**src/rtl/id_decode_pkg.sv**
```systemverilog
// Shared definitions for the ID stage: opcode/funct encodings, one-hot op
// indices and the decoder result payload.
package id_decode_pkg;

  localparam int unsigned INSTR_W = 32;
  localparam int unsigned FIELD_W = 6;
  localparam int unsigned NUM_OPS = 12;

  // Primary opcodes, instr[31:26]
  localparam logic [FIELD_W-1:0] OPC_RTYPE = 6'b000000;
  localparam logic [FIELD_W-1:0] OPC_ORI   = 6'b001101;
  localparam logic [FIELD_W-1:0] OPC_LW    = 6'b100011;
  localparam logic [FIELD_W-1:0] OPC_SW    = 6'b101011;
  localparam logic [FIELD_W-1:0] OPC_BEQ   = 6'b000100;
  localparam logic [FIELD_W-1:0] OPC_LUI   = 6'b001111;
  localparam logic [FIELD_W-1:0] OPC_JAL   = 6'b000011;

  // R-type function codes, instr[5:0]
  localparam logic [FIELD_W-1:0] FN_ADD  = 6'b100000;
  localparam logic [FIELD_W-1:0] FN_SUB  = 6'b100010;
  localparam logic [FIELD_W-1:0] FN_SLLV = 6'b000100;
  localparam logic [FIELD_W-1:0] FN_SLT  = 6'b101010;
  localparam logic [FIELD_W-1:0] FN_JR   = 6'b001000;

  // Bit positions inside the one-hot op vector
  localparam int unsigned OP_ADD  = 0;
  localparam int unsigned OP_SUB  = 1;
  localparam int unsigned OP_SLLV = 2;
  localparam int unsigned OP_SLT  = 3;
  localparam int unsigned OP_JR   = 4;
  localparam int unsigned OP_ORI  = 5;
  localparam int unsigned OP_LW   = 6;
  localparam int unsigned OP_SW   = 7;
  localparam int unsigned OP_BEQ  = 8;
  localparam int unsigned OP_LUI  = 9;
  localparam int unsigned OP_JAL  = 10;
  localparam int unsigned OP_NOP  = 11;

  // Decoder result: one-hot op plus illegal flag (op is zero when ill is set)
  typedef struct packed {
    logic [NUM_OPS-1:0] op;
    logic               ill;
  } dec_t;

  // One-hot vector with only bit idx set
  function automatic logic [NUM_OPS-1:0] op_bit(input int unsigned idx);
    return NUM_OPS'(1) << idx;
  endfunction

endpackage

```
**src/rtl/id_op_decoder.sv**
```systemverilog
// Purely combinational MIPS op decoder.
// Ports:
//   instr  - instruction word
//   dec_c  - {one-hot op, illegal flag}
module id_op_decoder
  import id_decode_pkg::*;
(
  input  logic [INSTR_W-1:0] instr,
  output dec_t               dec_c
);

  logic [FIELD_W-1:0] opcode;
  logic [FIELD_W-1:0] funct;

  assign opcode = instr[31:26];
  assign funct  = instr[5:0];

  // All-zero word is NOP and must win over the R-type funct table (funct 0 is
  // otherwise illegal here).
  always_comb begin
    dec_c = '0;
    if (instr == '0) begin
      dec_c.op = op_bit(OP_NOP);
    end else begin
      unique case (opcode)
        OPC_RTYPE: begin
          unique case (funct)
            FN_ADD:  dec_c.op = op_bit(OP_ADD);
            FN_SUB:  dec_c.op = op_bit(OP_SUB);
            FN_SLLV: dec_c.op = op_bit(OP_SLLV);
            FN_SLT:  dec_c.op = op_bit(OP_SLT);
            FN_JR:   dec_c.op = op_bit(OP_JR);
            default: dec_c.ill = 1'b1;
          endcase
        end
        OPC_ORI: dec_c.op = op_bit(OP_ORI);
        OPC_LW:  dec_c.op = op_bit(OP_LW);
        OPC_SW:  dec_c.op = op_bit(OP_SW);
        OPC_BEQ: dec_c.op = op_bit(OP_BEQ);
        OPC_LUI: dec_c.op = op_bit(OP_LUI);
        OPC_JAL: dec_c.op = op_bit(OP_JAL);
        default: dec_c.ill = 1'b1;
      endcase
    end
  end

endmodule

```
**src/rtl/id_decode_stage.sv**
```systemverilog
// Registered instruction-decode stage: decodes IF beats into a one-hot op,
// presents them to EX through an output register backed by a one-entry skid
// buffer, supports flush and counts completed output transfers.
// Ports:
//   clk, rst_n                      - clock, async active-low reset
//   in_valid/in_ready/in_instr/in_pc - IF-side handshake and beat
//   flush                           - kill all held beats
//   out_valid/out_ready             - EX-side handshake
//   out_op/out_ill/out_instr/out_pc - registered decoded beat
//   dec_cnt                         - completed output transfers (wraps)
module id_decode_stage
  import id_decode_pkg::*;
#(
  parameter int unsigned PC_W  = 32,
  parameter int unsigned OP_W  = 12,
  parameter int unsigned CNT_W = 16
) (
  input  logic               clk,
  input  logic               rst_n,
  input  logic               in_valid,
  output logic               in_ready,
  input  logic [INSTR_W-1:0] in_instr,
  input  logic [PC_W-1:0]    in_pc,
  input  logic               flush,
  output logic               out_valid,
  input  logic               out_ready,
  output logic [OP_W-1:0]    out_op,
  output logic               out_ill,
  output logic [INSTR_W-1:0] out_instr,
  output logic [PC_W-1:0]    out_pc,
  output logic [CNT_W-1:0]   dec_cnt
);

  dec_t in_dec_c;

  logic               skid_valid;
  logic [OP_W-1:0]    skid_op;
  logic               skid_ill;
  logic [INSTR_W-1:0] skid_instr;
  logic [PC_W-1:0]    skid_pc;

  logic in_xfer;
  logic out_xfer;
  logic load_out;

  id_op_decoder u_dec (
    .instr (in_instr),
    .dec_c (in_dec_c)
  );

  // Ready depends only on held state and flush, never on out_ready.
  assign in_ready = !skid_valid && !flush;
  assign in_xfer  = in_valid && in_ready;
  assign out_xfer = out_valid && out_ready;
  assign load_out = !out_valid || out_xfer;

  // Output register and skid buffer. When the skid holds a beat in_ready is
  // low, so a skid drain never coincides with a new input transfer and
  // ordering is preserved.
  always_ff @(posedge clk or negedge rst_n) begin
    if (!rst_n) begin
      out_valid  <= 1'b0;
      out_op     <= '0;
      out_ill    <= 1'b0;
      out_instr  <= '0;
      out_pc     <= '0;
      skid_valid <= 1'b0;
      skid_op    <= '0;
      skid_ill   <= 1'b0;
      skid_instr <= '0;
      skid_pc    <= '0;
    end else if (flush) begin
      out_valid  <= 1'b0;
      skid_valid <= 1'b0;
    end else if (load_out) begin
      if (skid_valid) begin
        out_valid  <= 1'b1;
        out_op     <= skid_op;
        out_ill    <= skid_ill;
        out_instr  <= skid_instr;
        out_pc     <= skid_pc;
        skid_valid <= 1'b0;
      end else if (in_xfer) begin
        out_valid  <= 1'b1;
        out_op     <= OP_W'(in_dec_c.op);
        out_ill    <= in_dec_c.ill;
        out_instr  <= in_instr;
        out_pc     <= in_pc;
      end else begin
        out_valid  <= 1'b0;
      end
    end else if (in_xfer) begin
      // Output held and stalled: park the new beat in the skid.
      skid_valid <= 1'b1;
      skid_op    <= OP_W'(in_dec_c.op);
      skid_ill   <= in_dec_c.ill;
      skid_instr <= in_instr;
      skid_pc    <= in_pc;
    end
  end

  // Transfer counter; a transfer in a flush cycle still counts.
  always_ff @(posedge clk or negedge rst_n) begin
    if (!rst_n) begin
      dec_cnt <= '0;
    end else if (out_xfer) begin
      dec_cnt <= dec_cnt + CNT_W'(1);
    end
  end

endmodule

```
**config.mk**
```make
export PLATFORM = sky130hd
export DESIGN_NAME = id_decode_stage
export DESIGN_NICKNAME = d
export VERILOG_FILES = /design/src/rtl/id_decode_pkg.sv /design/src/rtl/id_op_decoder.sv /design/src/rtl/id_decode_stage.sv
export SDC_FILE = /design/constraint.sdc
export NUM_CORES = 1
export LEC_CHECK = 0
export ABC_AREA = 1
export BUFFER_PORTS_ARGS = -buffer_cell sky130_fd_sc_hd__buf_2
export CORE_UTILIZATION = 40
export DETAILED_ROUTE_END_ITERATION = 6
export PLACE_DENSITY = 0.59
export SETUP_SLACK_MARGIN = 0.2
export SLEW_MARGIN = 15
export SYNTH_ARGS = -nofsm -noshare
export SYNTH_HDL_FRONTEND = slang
export SYNTH_SLANG_ARGS = --single-unit
```
**constraint.sdc**
```tcl
create_clock -name clk -period 1.6 [get_ports clk]
set_input_delay 0.16 -clock clk [delete_from_list [all_inputs] [get_ports clk]]
set_output_delay 0.16 -clock clk [all_outputs]
set_load 0.01 [all_outputs]
```
==> flow_summary.json, run 1 <==
{
  "critPathLaunch": "skid_valid",
  "first_iter_violations": 289,
  "fin_setup_tns_ns": 0,
  "track_usage_pct": 18.68,
  "grt_pass1_wl_mm": 29.74,
  "mostFrequentLayoutCells": "nand2_1, dfrtp_1, buf_2, inv_1, o21ai_0",
  "worst_ep_arrival_time_ns": 1.83,
  "grt_pass1_vias": 5961,
  "antenna_found_initial": 0,
  "insertion_delay_ns": 0.43,
  "cpMaxStageDelayCell": "dfrtp_2",
  "avgSynthCellArea_um2": 8.781,
  "gp_congestion": 0.7949,
  "synth_nets": 968,
  "clock.fmax_mhz": 662.4,
  "multi_input_area_um2": 3377,
  "yosysWarnings": 0,
  "wl_per_cell_um": 14.10,
  "fp-row-count": 50,
  "detail-route-antenna-nets": 0,
  "final_nets": 1192,
  "drv_cap": 0,
  "vias_per_cell": 4.712,
  "cts_max_path_buffers": 2,
  "p_leak_nw": 5.729,
  "die_h_um": 142.4,
  "clock_skew_ns": 0.009516,
  "n_antenna_cell": 0,
  "ys_ff_latch": 172,
  "required_ns": 1.92,
  "syn-instance-count": 898,
  "vias": 6573,
  "outcome": "finished with violations",
  "hpwl_mm": 12.05,
  "clkSinkCount": 172,
  "maxSlewViolCount": 0,
  "peakVddDrop_v": 0.0008019,
  "drive_gt1_share_pct": 35.07,
  "worst-path-max-fanout": 8,
  "crit_type": "flip-flop to flip-flop",
  "max_slew_margin_pct": 64.84,
  "cts_tree": "yes",
  "cpPeakStageDelay_ns": 0.44,
  "startpoint_type": "flip-flop",
  "finalHoldViolCount": 1,
  "cp-end-kind": "flip-flop",
  "yosysSeqAreaShare_pct": 54.59,
  "gr-total-overflow": 0,
  "violations": "negative hold slack",
  "rsz0062_at_grt": "true",
  "finalCritPeriodShare_pct": 94.36,
  "fin_crit_ns": 1.510,
  "whs_path_depth": 3,
  "power.density_nw_per_um2": 1129,
  "grt_max_degree": 87,
  "mostFrequentLayoutCell": "nand2_1",
  "hold_class": "input pin to flip-flop",
  "portBuffers": 163,
  "start_util_pct": 41.46,
  "tightest_slew_ns": 0.5274,
  "register_area_um2": 4305,
  "path_clk_slew_ns": 0.07,
  "first_pass_iters": 4,
  "cts-root-buf": "clkbuf_16",
  "drc": 0,
  "cts_made_buffers": 17,
  "synth_cell_types": 34,
  "htreeDepth": 4,
  "die_area_um2": 20280,
  "finalPower_mw": 12.55,
  "path_cells": "nor2_4, nand2_4, nor2_4, clkinv_8, buf_16, clkbuf_16, nand2_4, o21ai_4",
  "boundaryPins": 164,
  "drt-total-wl_mm": 19.68,
  "area_growth_pct": 40.94,
  "hp-start": "in_pc[0]",
  "final_core_util_pct": 58.43,
  "chipWidth_um": 142.4,
  "core_um2": 19020,
  "hold_ws_ns": -0.005955,
  "syn_area_um2": 7885,
  "n_fill_cell": 1706,
  "reg2regPathDepth": 8,
  "finalSetupViolations": 0,
  "r2r-start": "skid_valid"
}
## critical path: cells and delay by family, from the launching register on
family | cells | cell delay (ns)
buf+inv | 3 | 0.46
simple gates | 4 | 0.45
compound gates | 1 | 0.05
flops | 1 | 0.44
## logic make-up (layout without fill, tap and decap cells)
family	after synthesis	in the layout	share of synthesized area, %
compound gates	229	229	17.47
fa+ha+maj	1	1	0.1587
flops	172	172	54.59
xor+xnor	13	13	1.444
simple gates	339	339	17.22
buf+inv	144	381	9.124
## synth_stat cells, drive strengths merged
| library cell | instances | area (um^2) |
|---|---|---|
| nand2 | 264 | 1001 |
| o21ai | 219 | 1299 |
| dfrtp | 172 | 4304 |
| inv | 94 | 352.8 |
| nor2 | 44 | 185.2 |
| buf | 37 | 317.8 |
| nand3 | 20 | 100.1 |
| clkbuf | 12 | 45.04 |
| xor2 | 10 | 87.58 |
| a21oi | 5 | 40.04 |
| nand4 | 4 | 25.02 |
| nor3 | 4 | 25.02 |
| xnor2 | 3 | 26.28 |
| nor3b | 2 | 15.01 |
| o21a | 2 | 15.01 |
| a21o | 1 | 7.510 |
| a2bb2oi | 1 | 8.760 |
| clkinv | 1 | 3.750 |
| ha | 1 | 12.51 |
| nor4 | 1 | 6.260 |
| o31ai | 1 | 7.510 |
## layout make-up
| cell class | count | share of cell area, % |
|---|---|---|
| sequential | 172 | 38.74 |
| multi-input combinational | 582 | 30.39 |
| timing repair buffer | 253 | 19.07 |
| clock buffer | 20 | 4.199 |
| inverter | 95 | 3.366 |
| tap | 260 | 2.927 |
| clock inverter | 12 | 1.227 |
| timing repair inverter | 1 | 0.07881 |
## stage by stage
step	hold slack (ns)	setup WS [ns]	instances	cell area, um^2
floorplan	-0.1356	0.1245	898	8045
global placement	0.1481	0.1335	1294	9107
detailed placement	0.1615	0.09533	1294	9107
CTS	0.0006990	0.1255	1365	10150
global route	0.007378	0.01163	1395	11110
finish	-0.005955	0.09023	1395	11110
## where the power goes
part / internal (mW) / leakage, nW / total [mW] / switching (mW)
combinational: 1.25 / 3.26 / 2.51 / 1.25
sequential: 5.19 / 2.18 / 5.82 / 0.628
clock: 2.44 / 0.289 / 4.23 / 1.79
total: 8.88 / 5.73 / 12.6 / 3.67
## final timing paths
kind / slack (ns) / end
worst min register to register: 0.47 / dec_cnt[15]
max in group asynchronous: 0.75 / out_instr[27]
min in group asynchronous: 0.24 / skid_pc[28]
worst min-delay path: -0.006 / skid_pc[0]
worst max register to register: 0.09 / skid_op[10]
worst max-delay path: 0.09 / skid_op[10]
## layer usage
layer | wire length, um | global-route usage [%] | up-vias | part of all wire (%)
met5 | 0 | 0 | - | 0
met4 | 211 | 6.112 | 0 | 1.1
met3 | 889 | 4.509 | 15 | 4.5
met2 | 9409 | 28.17 | 133 | 48
met1 | 9164 | 26.32 | 3088 | 47
li1 | - | - | 3337 | -
## timing repair
action / CTS / global route
resized for setup: 12 / 114
setup buffers: 2 / 11
cloned: 0 / 19
hold endpoints to repair: 78 / 0
endpoints found under the setup margin: 74 / 154
pin swaps: 1 / 6
hold buffers: 37 / 0
## sequential cells by signal, indices dropped and copies added (netlist names), 12 cells and up
name / cells
dec_cnt: 16
out_pc: 32
skid_op: 12
skid_instr: 32
out_op: 12
out_instr: 32
skid_pc: 32
Power figures use the tool's default switching activity.
==> inputs of run 2 (changes only) <==
--- a/config.mk
+++ b/config.mk
@@ -5,13 +5,11 @@
 export SDC_FILE = /design/constraint.sdc
 export NUM_CORES = 1
 export LEC_CHECK = 0
-export ABC_AREA = 1
 export BUFFER_PORTS_ARGS = -buffer_cell sky130_fd_sc_hd__buf_2
 export CORE_UTILIZATION = 40
 export DETAILED_ROUTE_END_ITERATION = 6
-export PLACE_DENSITY = 0.59
+export PLACE_DENSITY = 0.6
 export SETUP_SLACK_MARGIN = 0.2
-export SLEW_MARGIN = 15
 export SYNTH_ARGS = -nofsm -noshare
 export SYNTH_HDL_FRONTEND = slang
 export SYNTH_SLANG_ARGS = --single-unit
==> run 2 against run 1 <==
Effect of this change: wire length is 17% higher; highest routed layer unchanged; the run ends with negative setup slack left; area after synthesis is 6.9% lower; die area is 6.8% lower; final area is 7.9% higher; sequential share of layout area is 2.8 points lower.
==> flow_summary.json, run 2 <==
{
  "synth_cell_types": 41,
  "clock.fmax_mhz": 561.3,
  "rsz0062_at_grt": "true",
  "startpoint_type": "input pin",
  "avgSynthCellArea_um2": 11.66,
  "boundaryPins": 164,
  "first_iter_violations": 209,
  "chipWidth_um": 137.5,
  "synth_top_area_share_pct": 58.60,
  "path_clk_slew_ns": 0.06,
  "vias": 6145,
  "p_leak_nw": 5.511,
  "drc": 0,
  "fp-row-count": 49,
  "yosysTopAreaCell": "dfrtp_1",
  "hold_class": "input pin to flip-flop",
  "detail-route-antenna-nets": 0,
  "fin_setup_tns_ns": -5.550,
  "antenna_found_initial": 0,
  "final_nets": 994,
  "power.density_nw_per_um2": 1048,
  "gp_congestion": 0.7623,
  "worst-path-max-fanout": 2,
  "r2r_slack_ns": -0.13,
  "n_fill_cell": 1251,
  "cts_max_path_buffers": 2,
  "mostFrequentLayoutCell": "dfrtp_1",
  "finalCritPeriodShare_pct": 111.4,
  "first_pass_iters": 4,
  "grt_use_met3_pct": 5.592,
  "mostFrequentLayoutCells": "dfrtp_1, buf_2, mux2i_1, mux2_2, o21ai_2",
  "switching_share_pct": 28.12,
  "htreeDepth": 4,
  "pwr-share-seq_pct": 45.4,
  "wl_per_cell_um": 19.80,
  "grt_pass1_wl_mm": 34.13,
  "dp.cells": 1021,
  "violations": "negative setup slack",
  "worst_ep_arrival_time_ns": 2.14,
  "synthTopCellsByCount": "dfrtp_1, nand2_1, o21ai_0",
  "cts-root-buf": "clkbuf_16",
  "drv_cap": 0,
  "hpwl_mm": 11.61,
  "finalSetupViolations": 81,
  "intPower_mw": 9.033,
  "use_met2_pct": 40.59,
  "cp-end-kind": "flip-flop",
  "drive_gt1_share_pct": 57.54,
  "start_util_pct": 40.89,
  "core_um2": 17960,
  "ys_async_sr_fraction_pct": 100.0,
  "clkSinkCount": 172,
  "reg2regPathDepth": 6,
  "placed_area_um2": 8758,
  "crit_end": "out_op[0]",
  "n_antenna_cell": 0,
  "finalWorstSetupSlack_ns": -0.1817,
  "r2r_end": "skid_instr[2]",
  "cts_tree": "yes",
  "yosys_most_used_dff": "dfrtp_1",
  "grtUsageMet1_pct": 30.30,
  "gr-total-overflow": 0,
  "fin_crit_ns": 1.782,
  "cts_made_buffers": 17,
  "fin_area_um2": 11990,
  "yosys-top-cells-area": "dfrtp_1, mux2_2, mux2i_1",
  "portBuffers": 163,
  "net-switching-power_mw": 3.534,
  "maxSlewViolCount": 0,
  "outcome": "finished with violations",
  "syn-instance-count": 630,
  "crit_type": "input pin to flip-flop",
  "yosysMostFrequentCell": "dfrtp_1",
  "grt_pass1_vias": 6327,
  "pwr-share-clk_pct": 32.7,
  "yosysSeqAreaShare_pct": 58.60,
  "syn_area_um2": 7345,
  "busiest_layer": "met2",
  "tightest_slew_ns": 0.4327,
  "peakVddDrop_v": 0.0007149,
  "die_area_um2": 18910,
  "insertion_delay_ns": 0.42,
  "synth_edf_count": 0,
  "yosysWarnings": 0,
  "synth_nets": 700,
  "track_usage_pct": 24.23,
  "max_slew_margin_pct": 70.75,
  "drt-total-wl_mm": 23.04,
  "grt_max_degree": 62,
  "finalHoldViolCount": 0,
  "die_h_um": 137.5,
  "r2r-start": "skid_valid",
  "critPathLaunch": "in_instr[28]",
  "pre_cts_slack_ns": -0.5858,
  "vias_per_cell": 5.279,
  "area_growth_pct": 63.24,
  "ys_ff_latch": 172,
  "required_ns": 1.96,
  "clock_skew_ns": 0.01067,
  "stdcell_count": 1164,
  "combPwrFrac_pct": 21.9
}
## run 2: cell count changes after synthesis, sizes merged, moves of 9 or more
| cell | change |
|---|---|
| nand2 | -166 |
| o21ai | -139 |
| inv | -91 |
| mux2 | +66 |
| mux2i | +65 |
| buf | -34 |
| nor2 | -33 |
| clkbuf | +24 |
| nand3 | -9 |
## run 2: metrics by stage
step                      utilization, %  hold slack (ns)  total power, mW
final                              66.74          0.02239            12.57
after global routing               66.74         0.004469            13.14
after CTS                          63.02        0.0001062            12.32
after detailed placement           48.76           0.1066            7.545
after global placement             48.76           0.1013            7.425
after floorplan                        -          -0.1356            6.651
## run 2: cell families after synthesis
family / count (synthesis) / share of synthesized area [%]
flip-flops: 172 / 58.60
AND/OR/NAND/NOR: 160 / 9.898
multiplexers: 131 / 18.98
AO/OA/AOI/OAI: 109 / 8.296
buffers and inverters: 42 / 2.266
XOR/XNOR: 15 / 1.789
adder cells (fa/ha/maj): 1 / 0.1703
## run 2: power by group through the flow
stage / Clock (mW) / Sequential [mW] / Combinational [mW]
final: 4.11 / 5.71 / 2.75
after global routing: 4.37 / 5.79 / 2.98
after CTS: 4.18 / 5.62 / 2.53
after detailed placement: 0 / 5.63 / 1.91
after global placement: 0 / 5.58 / 1.84
after floorplan: 0 / 5.72 / 0.935
## run 2: final cells by class
class	instances	area (um^2)	area share, %
timing repair buffer	312	2983	24.88
sequential	172	4309	35.94
inverter	3	11.26	0.09393
tap	229	286.5	2.390
clock inverter	10	115.1	0.9601
multi-input combinational	418	3817	31.84
clock buffer	20	466.7	3.893
## run 2: how the worst min path moves through the flow
stage	cells past startpoint	endpoint	start	slack [ns]
5_1_grt	2	skid_pc[23]	in_pc[23]	0.004
3_5_place_dp	1	dec_cnt[8]	rst_n	0.11
3_3_place_gp	1	dec_cnt[5]	rst_n	0.10
4_1_cts	2	skid_instr[23]	in_instr[23]	0.0001
2_1_floorplan	0	dec_cnt[0]	rst_n	-0.14
6_report	2	skid_instr[25]	in_instr[25]	0.02
## run 2: layer usage
| layer | vias to the layer above | part of all wire (%) |
|---|---|---|
| li1 | 2837 | - |
| met1 | 3081 | 42 |
| met2 | 189 | 51 |
| met3 | 38 | 4.7 |
| met4 | 0 | 2.3 |
| met5 | - | 0 |
## run 2: timing repair
action / in CTS / in global routing
buffers inserted: 24 / 10
endpoints found under the hold margin: 79 / 0
hold buffers: 47 / 0
pin swaps: 80 / 30
gates cloned: 28 / 4
setup endpoints to repair: 119 / 163
resized for setup: 178 / 124
## run 2: worst max-delay path: stages
cell      delay (ns)
buf_6           0.09
or4_4           0.54
or4_4           0.51
or4b_4          0.52
o211ai_2        0.17
o21a_1          0.14
